File: config.mk
export PLATFORM = sky130hd
export DESIGN_NAME = spike_group_encoder
export DESIGN_NICKNAME = d
export VERILOG_FILES = /design/src/rtl/spike_group_encoder.sv
export SDC_FILE = /design/constraint.sdc
export NUM_CORES = 1
export LEC_CHECK = 0
export BUFFER_PORTS_ARGS = -buffer_cell sky130_fd_sc_hd__buf_2
export CAP_MARGIN = 20
export CORE_MARGIN = 3
export CORE_UTILIZATION = 62
export CTS_CLUSTER_SIZE = 8
export DETAILED_ROUTE_END_ITERATION = 8
export GPL_ROUTABILITY_DRIVEN = 0
export PLACE_DENSITY = 0.86
export SLEW_MARGIN = 10
export SYNTH_ARGS = -nofsm -noshare
export SYNTH_HDL_FRONTEND = slang
export SYNTH_SLANG_ARGS = --single-unit
File: constraint.sdc
create_clock -name clk -period 7.43 [get_ports clk]
set_input_delay 1.486 -clock clk [delete_from_list [all_inputs] [get_ports clk]]
set_output_delay 1.486 -clock clk [all_outputs]
set_load 0.1 [all_outputs]
File: src/rtl/spike_group_encoder.sv
// rtl/spike_group_encoder.sv - queues active spike groups and emits one address-event per set spike bit
module spike_group_encoder #(
   parameter int P        = 2,
   parameter int N_GROUPS = 8,
   parameter int DEPTH    = 4,
   localparam int ADDR_W  = $clog2(P * N_GROUPS)
) (
   input  logic              clk,
   input  logic              rst,
   input  logic              in_valid,
   input  logic [P-1:0]      in_spikes,
   input  logic              in_active,
   input  logic              evt_ready,
   output logic              evt_valid,
   output logic [ADDR_W-1:0] evt_addr,
   output logic              evt_eof,
   output logic              evt_null,
   output logic              overflow,
   input  logic              clr_ovf,
   output logic              busy
);

   localparam int GW = (N_GROUPS > 1) ? $clog2(N_GROUPS) : 1;
   localparam int PW = (DEPTH > 1) ? $clog2(DEPTH) : 1;
   localparam int CW = PW + 1;
   localparam int BW = (P > 1) ? $clog2(P) : 1;

   typedef enum logic {IDLE, SCAN} state_t;

   // group position within the timestep
   logic [GW-1:0] gidx_q;
   logic          last_grp;

   // FIFO storage and bookkeeping
   logic [P-1:0]  mem_mask [DEPTH];
   logic [GW-1:0] mem_gidx [DEPTH];
   logic          mem_last [DEPTH];
   logic [PW-1:0] wr_ptr_q, rd_ptr_q;
   logic [CW-1:0] count_q, count_d;
   logic          want_push, fifo_full, push, push_rej, pop;
   logic          overflow_q;

   // scanner state and registered event outputs
   state_t            state_q;
   logic [P-1:0]      mask_q;
   logic [GW-1:0]     egidx_q;
   logic              elast_q;
   logic              evt_valid_q, evt_eof_q, evt_null_q;
   logic [ADDR_W-1:0] evt_addr_q;
   logic              hs, load;

   // next event derived from either the FIFO head or the remaining mask
   logic [P-1:0]      src_mask, rem_mask;
   logic [GW-1:0]     src_gidx;
   logic              src_last;
   logic [BW-1:0]     bit_idx;
   logic [ADDR_W-1:0] nxt_addr;
   logic              nxt_eof, nxt_null;

   assign last_grp  = (gidx_q == GW'(N_GROUPS - 1));
   assign want_push = in_valid & (in_active | last_grp);
   // no bypass: a pop in the same cycle does not make room for a push
   assign fifo_full = (count_q == CW'(DEPTH));
   assign push      = want_push & ~fifo_full;
   assign push_rej  = want_push & fifo_full;

   assign hs   = evt_valid_q & evt_ready;
   // pop when idle, or when the entry being scanned just gave its last bit away
   assign pop  = (count_q != '0) & ((state_q == IDLE) | (hs & (mask_q == '0)));
   assign load = pop | (mask_q != '0);

   assign src_mask = pop ? mem_mask[rd_ptr_q] : mask_q;
   assign src_gidx = pop ? mem_gidx[rd_ptr_q] : egidx_q;
   assign src_last = pop ? mem_last[rd_ptr_q] : elast_q;

   // pick the highest set bit (earliest serial arrival) and build its event
   always_comb begin
      bit_idx  = '0;
      rem_mask = src_mask;
      nxt_addr = '0;
      nxt_eof  = 1'b0;
      nxt_null = 1'b0;
      for (int i = 0; i < P; i++) begin
         if (src_mask[i]) bit_idx = BW'(i);
      end
      rem_mask[bit_idx] = 1'b0;
      if (src_mask == '0) begin
         nxt_null = 1'b1;
         nxt_eof  = 1'b1;
      end else begin
         nxt_addr = ADDR_W'(src_gidx) * ADDR_W'(P) + ADDR_W'(P - 1) - ADDR_W'(bit_idx);
         nxt_eof  = src_last & (rem_mask == '0);
      end
   end

   // occupancy after this cycle's push and pop
   always_comb begin
      count_d = count_q + CW'(push) - CW'(pop);
   end

   // FIFO payload write; contents need no reset since count gates reads
   always_ff @(posedge clk) begin
      if (push) begin
         mem_mask[wr_ptr_q] <= in_spikes;
         mem_gidx[wr_ptr_q] <= gidx_q;
         mem_last[wr_ptr_q] <= last_grp;
      end
   end

   // group counter, FIFO pointers and sticky overflow
   always_ff @(posedge clk) begin
      if (rst) begin
         gidx_q     <= '0;
         wr_ptr_q   <= '0;
         rd_ptr_q   <= '0;
         count_q    <= '0;
         overflow_q <= 1'b0;
      end else begin
         if (in_valid) gidx_q <= last_grp ? '0 : gidx_q + 1'b1;
         if (push) wr_ptr_q <= wr_ptr_q + 1'b1;
         if (pop) rd_ptr_q <= rd_ptr_q + 1'b1;
         count_q <= count_d;
         if (push_rej) overflow_q <= 1'b1;
         else if (clr_ovf) overflow_q <= 1'b0;
      end
   end

   // scanner FSM with registered event outputs
   always_ff @(posedge clk) begin
      if (rst) begin
         state_q     <= IDLE;
         mask_q      <= '0;
         egidx_q     <= '0;
         elast_q     <= 1'b0;
         evt_valid_q <= 1'b0;
         evt_addr_q  <= '0;
         evt_eof_q   <= 1'b0;
         evt_null_q  <= 1'b0;
      end else begin
         case (state_q)
            IDLE: begin
               if (pop) begin
                  mask_q      <= rem_mask;
                  egidx_q     <= src_gidx;
                  elast_q     <= src_last;
                  evt_valid_q <= 1'b1;
                  evt_addr_q  <= nxt_addr;
                  evt_eof_q   <= nxt_eof;
                  evt_null_q  <= nxt_null;
                  state_q     <= SCAN;
               end
            end
            SCAN: begin
               if (hs) begin
                  if (load) begin
                     mask_q      <= rem_mask;
                     egidx_q     <= src_gidx;
                     elast_q     <= src_last;
                     evt_addr_q  <= nxt_addr;
                     evt_eof_q   <= nxt_eof;
                     evt_null_q  <= nxt_null;
                  end else begin
                     evt_valid_q <= 1'b0;
                     evt_eof_q   <= 1'b0;
                     evt_null_q  <= 1'b0;
                     state_q     <= IDLE;
                  end
               end
            end
            default: state_q <= IDLE;
         endcase
      end
   end

   assign evt_valid = evt_valid_q;
   assign evt_addr  = evt_addr_q;
   assign evt_eof   = evt_eof_q;
   assign evt_null  = evt_null_q;
   assign overflow  = overflow_q;
   assign busy      = (count_q != '0) | evt_valid_q;

endmodule

== Word level (Yosys, flattened, before mapping) ==
Memory sizes are Yosys's and may differ from the RTL's. A register that Yosys moved wholly into a read port is not among the register bits.
Cells that the tools add are included.
W data, S select, Z words.

* Multiplexer cells: 52
* Bitwise logic cells: 15
* Equality and inequality tests: 6
* $lt $le $gt $ge: 2
* $add $sub $neg: 7
* Reductions and logical operators: 10

{| class="wikitable"
|+ Operators with widths
! operator !! count
|-
| $mux W1 || 24
|-
| $mux W2 || 10
|-
| $mux W4 || 4
|-
| $mux W3 || 5
|-
| $pmux W1 S2 || 5
|-
| $pmux W4 S2 || 1
|-
| $and A1 B1 Y1 || 7
|-
| $eq A3 B3 Y1 const B || 2
|-
| $logic_not A2 Y1 || 3
|-
| $pmux W3 S2 || 1
|-
| $reduce_and A3 Y1 || 2
|-
| $add A2 B1 Y2 const B || 2
|-
| $add A4 B1 Y4 const B || 1
|-
| $ne A2 B1 Y1 const B || 2
|-
| $ne A2 B2 Y1 const B || 2
|-
| $or A1 B1 Y1 || 4
|-
| $pmux W2 S2 || 1
|-
| $reduce_bool A2 Y1 || 2
|-
| $sub A4 B1 Y4 || 1
|-
| $add A3 B1 Y3 || 1
|-
| $add A3 B1 Y3 const B || 1
|-
| $reduce_bool A3 Y1 || 1
|-
| $sub A3 B1 Y3 || 1
|-
| $and A2 B2 Y2 || 1
|-
| other kinds (7) || 8
|}

* Memories kept: 3
* Register bits: 25
* Word-level logic and storage cells: 108
* Memory bits (writable): 24
* Bits of input ports: 8
* Output and inout bits: 9

{| class="wikitable"
|+ Memories
! memory !! words !! width !! read ports !! clocked after memory_dff !! write ports !! RTL line !! source
|-
| mem_gidx || 4 || 3 || 1 || 1 || 1 || 36 || <nowiki>logic [GW-1:0] mem_gidx [DEPTH];</nowiki>
|-
| mem_mask || 4 || 2 || 1 || 1 || 1 || 35 || <nowiki>logic [P-1:0] mem_mask [DEPTH];</nowiki>
|-
| mem_last || 4 || 1 || 1 || 1 || 1 || 37 || <nowiki>logic mem_last [DEPTH];</nowiki>
|}

== Longest topological paths before layout ==
Gate-level depths: netlist of the first run.

* Word-level depth: 18
* Gate-level depth with buffers: 12

== Worst setup path after synthesis of the first run ==
No wires, ideal clock.

* Kind: reg2out
* Start point: reg evt_valid_q (netlist: evt_valid)
* End point: out busy
* Path slack: 4.101 ns
* Required time: 5.944 ns
* Stages on the path, launching flop included: 2
* Path buffers: 0
* Arrival time: 1.843 ns
* Cell sequence: dfxtp_1 -> nand2b_1

* Longest elaborated chain between the ends: 1

{| class="wikitable"
|+ Ends and longest elaborated chain
! what !! RTL line !! source
|-
| start, declared || 48 || <nowiki>logic evt_valid_q, evt_eof_q, evt_null_q;</nowiki>
|-
| start signal, assigned || 135 || <nowiki>evt_valid_q <= 1'b0;</nowiki>
|-
| start signal, assigned || 146 || <nowiki>evt_valid_q <= 1'b1;</nowiki>
|-
| start signal, assigned || 163 || <nowiki>evt_valid_q <= 1'b0;</nowiki>
|-
| $or A1 B1 Y1 || 180 || <nowiki>assign busy = (count_q != '0) | evt_valid_q;</nowiki>
|-
| end, declared || 20 || <nowiki>output logic busy</nowiki>
|}

Every way passes these cells.

== Final worst setup path of the first run ==
* Start point: in evt_ready
* End point: reg count_q[2]

* Longest elaborated chain between the ends: 5

{| class="wikitable"
|+ Ends and longest elaborated chain
! what !! RTL line !! source
|-
| start, declared || 13 || <nowiki>input logic evt_ready,</nowiki>
|-
| $and A1 B1 Y1 || 67 || <nowiki>assign hs = evt_valid_q & evt_ready;</nowiki>
|-
| $and A1 B1 Y1 || 69 || <nowiki>assign pop = (count_q != '0) & ((state_q == IDLE) | (hs & (mask_q == '0)));</nowiki>
|-
| $or A1 B1 Y1 || 69 ||
|-
| $and A1 B1 Y1 || 69 ||
|-
| $sub A3 B1 Y3 || 98 || <nowiki>count_d = count_q + CW'(push) - CW'(pop);</nowiki>
|-
| end signal, assigned || 122 || <nowiki>count_q <= count_d;</nowiki>
|-
| end, declared || 39 || <nowiki>logic [CW-1:0] count_q, count_d;</nowiki>
|}

Every way passes these cells.
A chain may end at the register's enable or synchronous reset.

==> out/qor.yml, run 1 <==
synthesis:
  synth.yosys.seq_area_share_pct: 59.8
  yosys_warnings: 0
  synth_top_family_by_area: "simple AND/OR/NAND/NOR gates"
  synth_flop_cell: "dfxtp_1"
  netlist.area_leader.share_pct: 34.7
  synth_nets: 171
  ys_ff_latch: 50
  yosys-top-cells-count: "26 x dfxtp_1, 24 x edfxtp_1, 17 x nor2_1, 8 x ha_1"
  synthMuxAreaShare_pct: 11.2
  syn-instance-count: 154
  synthSimpleGateAreaFrac_pct: 11.2
  netlist_area_um2: 2070
  synth_compound_area_share_pct: 7.60
  synth_edf_count: 24
  yosys.cell_count.top_type: "dfxtp_1"
  netlist_top_cells_area: "edfxtp_1 35%, dfxtp_1 25%, mux4_1 5.1%, ha_1 4.8%, mux2i_1 3.4%"
  synthAdderAreaFrac_pct: 5.79
  synth.distinct_cells: 37
  async_flop_share_pct: 0
  synth_top_area_cell: "edfxtp_1"
  avgSynthCellArea_um2: 13.5
  synth-xor-area-share_pct: 1.69
floorplanning:
  die_w_um: 63.8
  fp.coreArea_um2: 3130
  die_h_um: 63.8
  rows: 20
  start_util_pct: 66.3
  dieArea_um2: 4080
  pin_count: 17
placement:
  pre_cts_ws_ps: 3800
  io_buffers: 16
  place_hpwl_mm: 2.55
cells_and_area:
  area.growth.synth_to_final_pct: 8.38
  drive_gt1_share_pct: 18.5
  register_area_um2: 1240
  multi_input_area_um2: 777
  fill_cells: 220
  num_antenna_cells: 0
  nets: 189
worst_setup_path:
  setup.worst_path.start: "evt_ready"
  critPathMaxFanout: 13
  worstSetupPathType: "input port to flip-flop"
  worst_setup_path_start_kind: "input port"
  end_kind: "flip-flop"
  crit_required_ps: 7690
  timing.rr.start: "gidx_q[0]"
  crit_arrival_ps: 3500
cts:
  cts_tree: "built"
  numCtsBuffers: 5
  clk_pin_slew_worst_paths_ps: 140
  cts_sinks: 50
  cts_buffer_depth: 2
  hold_buffers: 0
  cts-resized-gates: 0
  post_cts_buffers: 0
  cts_root_buf: "clkbuf_4"
  h-tree-depth: 2
  clock_latency_ps: 360
global_routing:
  track_usage_pct: 18.9
  grt_first_pass_wirelength_mm: 5.74
  antenna_found_initial: 0
  grt_max_degree: 27
  grt_pass1_vias: 1183
  gr-total-overflow: 0
timing:
  hold_viol: 0
  worst_pin_slew_ps: 700
  finalCriticalPeriod_ps: 3240
  relSlewSlack_pct: 53.3
  report.final.slew_viol_count: 0
  setup_violations: 0
  finClkSkew_ps: 7.02
  fin_setup_tns_ps: 0
  layout_setup_ws_ps: 4190
  rsz0062_at_grt: "false"
  fmax_mhz: 309
  post-route-period-util_pct: 43.6
drt:
  ant_nets: 0
  first_iter_violations: 54
  wl_per_cell_um: 15.8
  routed_wl_mm: 3.42
  via_per_inst: 5.61
  drtPass1Iterations: 4
  route.detailed.drc: 0
  vias: 1218
min_path:
  hp-class: "flip-flop to flip-flop"
  hp-start: "evt_null"
outcome:
  status: "completed"
flow_run:
  maxCapViolCount: 0
power:
  p_per_area_nw_per_um2: 369
  max-vdd-ir-drop_uv: 260
  leakage_nw: 0.861
path summary, 6_finish.rpt:
kind	endpoint	slack, ps	depth (start not counted)
setup / recovery	count_q[2]	4190	10
hold / removal	evt_null	470	2
setup reg to reg	count_q[2]	4460	12
hold reg to reg	evt_null	470	2
placed cells by master, fill, tap and decap left out:
cell | netlist | final
nor2b_1 | 2 | 2
clkbuf_8 | 0 | 1
a22o_1 | 1 | 1
and2_1 | 4 | 4
and4b_1 | 1 | 1
nand3b_1 | 6 | 6
o21ai_0 | 1 | 1
nand2_1 | 5 | 5
nor3_1 | 1 | 1
xnor2_1 | 4 | 4
clkinv_4 | 0 | 2
a311oi_1 | 1 | 1
a21oi_1 | 6 | 6
mux2_2 | 1 | 1
nand2b_1 | 5 | 5
edfxtp_1 | 24 | 24
nand3_1 | 1 | 1
a32oi_1 | 1 | 1
o2bb2ai_1 | 1 | 1
o21ai_2 | 1 | 1
mux4_2 | 2 | 2
o2111ai_1 | 1 | 1
nor2_1 | 17 | 17
o31ai_1 | 3 | 3
inv_1 | 7 | 7
ha_1 | 8 | 8
or2_2 | 1 | 1
buf_2 | 0 | 16
dfxtp_1 | 26 | 26
mux2i_1 | 7 | 7
a21oi_2 | 1 | 1
nor3_2 | 1 | 1
mux4_1 | 4 | 4
a221oi_1 | 2 | 2
a2111o_1 | 1 | 1
clkbuf_4 | 0 | 5
fa_1 | 1 | 1
a21bo_2 | 1 | 1
state kept, by name, summed over array words and instances (netlist names), named ones only:
register and flops:
wr_ptr_q 2, gidx_q 3, evt_eof 1, evt_addr 4
evt_valid 1, mask_q 1, state_q 1, elast_q 1
count_q 3, evt_null 1, egidx_q 3, mem_gidx 12
rd_ptr_q 2, mem_last 4, overflow 1, mem_mask 8
power breakdown:
part / internal, mW / total (mW) / switching [mW]
Sequential: 0.331 / 0.370 / 0.0393
Combinational: 0.106 / 0.330 / 0.223
Clock: 0.0474 / 0.131 / 0.0835
metal layers:
layer / global-route usage, % / up-vias / part of all wire (%)
met5: 0 / - / 0
met4: 4.85 / 0 / 0.85
met1: 22.6 / 590 / 42
met2: 33.0 / 18 / 53
li1: - / 606 / -
met3: 5.80 / 4 / 3.5
metrics by stage:
stage                     total power [mW]  cell area (um2)  hold slack (ps)  instances  utilization (%)
after floorplan                      0.656             2070              456        154                -
after global placement               0.695             2180              444        209             69.7
after detailed placement             0.707             2180              453        209             69.7
after CTS                            0.837             2250              471        217             71.9
after global routing                 0.883             2250              497        217             71.9
final                                0.831             2250              467        217             71.9
worst max-delay path, stage by stage:
cell      delay (ps)
buf_2            100
nand3b_1         140
a21oi_2          590
ha_1             210
inv_1             40
ha_1             180
fa_1             370
xnor2_1          180
xnor2_1          140
nor2_1            50
logic make-up after synthesis:
| logic type | Yosys count |
|---|---|
| flops | 50 |
| simple gates | 44 |
| compound gates | 21 |
| mux | 14 |
| buf+inv | 12 |
| fa+ha+maj | 9 |
| xor+xnor | 4 |
layout make-up:
cell class / instances / share of cell area [%]
inverter: 7 / 1.17
clock buffer: 6 / 2.28
clock inverter: 2 / 0.779
tap: 44 / 2.45
timing repair buffer: 16 / 3.56
multi-input combinational: 92 / 34.6
sequential: 50 / 55.2
Power figures use the tool's default switching activity.
==> inputs of run 2 (changes only) <==
CORE_UTILIZATION = 52   (was 62)
PLACE_DENSITY = 0.78   (was 0.86)
clock period = 2.6 ns   (was 7.43 ns; I/O delays follow)
==> out/qor.yml, run 2 (synthesis gave the netlist of run 1 again) <==
drt:
  vias: 1256  # +3.1%
  ant_nets: 0  # unchanged
  via_per_inst: 5.58  # -0.55%
  first_iter_violations: 66  # +22%
  wl_per_cell_um: 15.4  # -2.2%
  route.detailed.drc: 0  # unchanged
  routed_wl_mm: 3.47  # +1.4%
  drtPass1Iterations: 4  # unchanged
worst_setup_path:
  crit_cells: 12  # +2
  end_kind: "flip-flop"
  crit_required_ps: 2780  # -4910 ps
  crit_family: "adder cells"
  worstSetupPathType: "flip-flop to flip-flop"
  worst_setup_path_start_kind: "flip-flop"
  crit_path_end: "count_q[2]"
  reg2reg_slack_ps: 230  # -4230 ps
  rr_worst_depth: 12  # unchanged
  max_stage_delay_ps: 390  # -200 ps
  worst_r2r_endpoint: "count_q[2]"
  crit_top_cell: "ha_1"
  crit_chain: "ha_1 > ha_1 > o21ai_0 > a21oi_1 > inv_1 > ha_1 > inv_1 > ha_1 > fa_2 > xnor2_2 > xnor2_1 > nor2_1"
  crit_arrival_ps: 2540  # -960 ps
  setup.worst_path.start: "gidx_q[0]"
  cp_slowest_cell: "dfxtp_4"
  timing.rr.start: "gidx_q[0]"
  critPathBufInv: 2  # unchanged
  critPathMaxFanout: 7  # -6
cts:
  cts_tree: "built"
  numCtsBuffers: 5  # unchanged
  cts_buffer_depth: 2  # unchanged
  h-tree-depth: 2  # unchanged
  clk_pin_slew_worst_paths_ps: 90  # -50 ps
  hold_buffers: 0  # unchanged
  cts_sinks: 50  # unchanged
  post_cts_buffers: 0  # unchanged
  clock_latency_ps: 300  # -60 ps
  cts_root_buf: "clkbuf_8"
cells_and_area:
  design_area_um2: 2320  # +3.3%
  nets: 193  # +2.1%
  fill_cells: 297  # +35%
  layout_commonest_cell: "edfxtp_1"
  largest_reg_flops: 12  # unchanged
  area.growth.synth_to_final_pct: 11.9
  register_area_um2: 1250  # +0.50%
  num_antenna_cells: 0  # unchanged
  drive_gt1_share_pct: 22.6  # +4.1 points
  multi_input_area_um2: 787  # +1.3%
  top_register: "mem_gidx"
  mostFrequentLayoutCells: "24 x edfxtp_1, 23 x dfxtp_1, 17 x nor2_1"
  top_regs: "mem_gidx (12), mem_mask (8)"
timing:
  layout_setup_ws_ps: 235  # -3960 ps
  setup_violations: 0  # unchanged
  finClkSkew_ps: 8.76  # +1.74 ps
  hold_slack_ps: 435  # -32.2 ps
  post-route-period-util_pct: 91.0
  fmax_mhz: 423
  relSlewSlack_pct: 67.6  # +14 points
  fin_setup_tns_ps: 0  # unchanged
  report.final.slew_viol_count: 0  # unchanged
  hold_viol: 0  # unchanged
  worst_pin_slew_ps: 489  # -211 ps
  rsz0062_at_grt: "false"
  finalCriticalPeriod_ps: 2370
floorplanning:
  dieArea_um2: 4780  # +17%
  fp.coreArea_um2: 3740  # +20%
  start_util_pct: 55.4  # -11 points
  rows: 22  # +10%
  die_w_um: 69.2  # +8.3%
  die_h_um: 69.2  # +8.3%
  pin_count: 17  # unchanged
global_routing:
  antenna_found_initial: 0  # unchanged
  grt_first_pass_wirelength_mm: 5.98  # +4.2%
  track_usage_pct: 16.2  # -2.8 points
  grt_max_degree: 27  # unchanged
  gr-total-overflow: 0  # unchanged
  grt_pass1_vias: 1267  # +7.1%
power:
  max-vdd-ir-drop_uv: 530  # +100%
  leakage_nw: 0.898  # +4.2%
  p_per_area_nw_per_um2: 1080  # +190%
min_path:
  hp-class: "input port to flip-flop"
placement:
  pre_cts_ws_ps: 47.1  # -3750 ps
  place_area_um2: 2220  # +1.7%
  place_hpwl_mm: 2.55  # -0.16%
  io_buffers: 16  # unchanged
flow_run:
  maxCapViolCount: 0  # unchanged
outcome:
  status: "completed"
## run 2: cell types whose count changed in the layout (fill, tap and decap cells not counted), sizes merged
| cell | change |
|---|---|
| clkinv | -1 |
| buf | +4 |
| clkbuf | +1 |
## run 2: worst reg2reg max path, delay by kind of cell (launching register included)
kind | cells | cell delay, ps
AOI/OAI and AO/OA | 2 | 250
and+or+nand+nor | 1 | 70
buffers and inverters | 2 | 110
DFF | 1 | 390
adders and majority gates | 5 | 1130
xor gates and xnor gates | 2 | 310
## run 2: where the power goes
part           leakage (nW)  total, mW  switching (mW)  internal (mW)
Combinational         0.402       1.00           0.655          0.347
Clock                0.0482      0.452           0.237          0.215
Sequential            0.448       1.06           0.113          0.947
## run 2: worst min-delay path by stage
stage	slack [ps]	cells after the start	endpoint	from
after detailed placement	460	2	evt_addr[0]	evt_addr[0]
after CTS	420	1	mem_mask[3][1]	in_spikes[1]
after global routing	420	1	mem_mask[0][1]	in_spikes[1]
after floorplan	460	2	egidx_q[0]	egidx_q[0]
final	430	1	mem_mask[2][1]	in_spikes[1]
after global placement	450	2	evt_null	evt_null
## run 2: area by class of cell
| class | instances | share of cell area [%] |
|---|---|---|
| multi-input combinational | 92 | 33.9 |
| inverter | 7 | 1.13 |
| sequential | 50 | 53.7 |
| timing repair buffer | 20 | 4.74 |
| tap | 48 | 2.59 |
| clock buffer | 7 | 3.72 |
| clock inverter | 1 | 0.216 |
## run 2: routing by layer
layer	up-vias	GRT usage, %	part of all wire, %
met5	-	0	0
met4	0	6.51	1.9
li1	609	-	-
met1	617	18.2	43
met3	8	5.98	4.2
met2	22	27.5	51
## run 2: timing repair
action | 4_1_cts | 5_1_grt
endpoints found under the hold margin | 0 | 0
endpoints found under the setup margin | 0 | 1
resized for setup | 0 | 5
## run 2: metrics by stage
step                total power [mW]  utilization, %  cells
detailed placement              2.06            59.2    217
floorplan                       1.88               -    154
global placement                2.01            59.2    217
CTS                             2.52            61.6    225
finish                          2.51            62.0    225
global route                    2.66            62.0    225
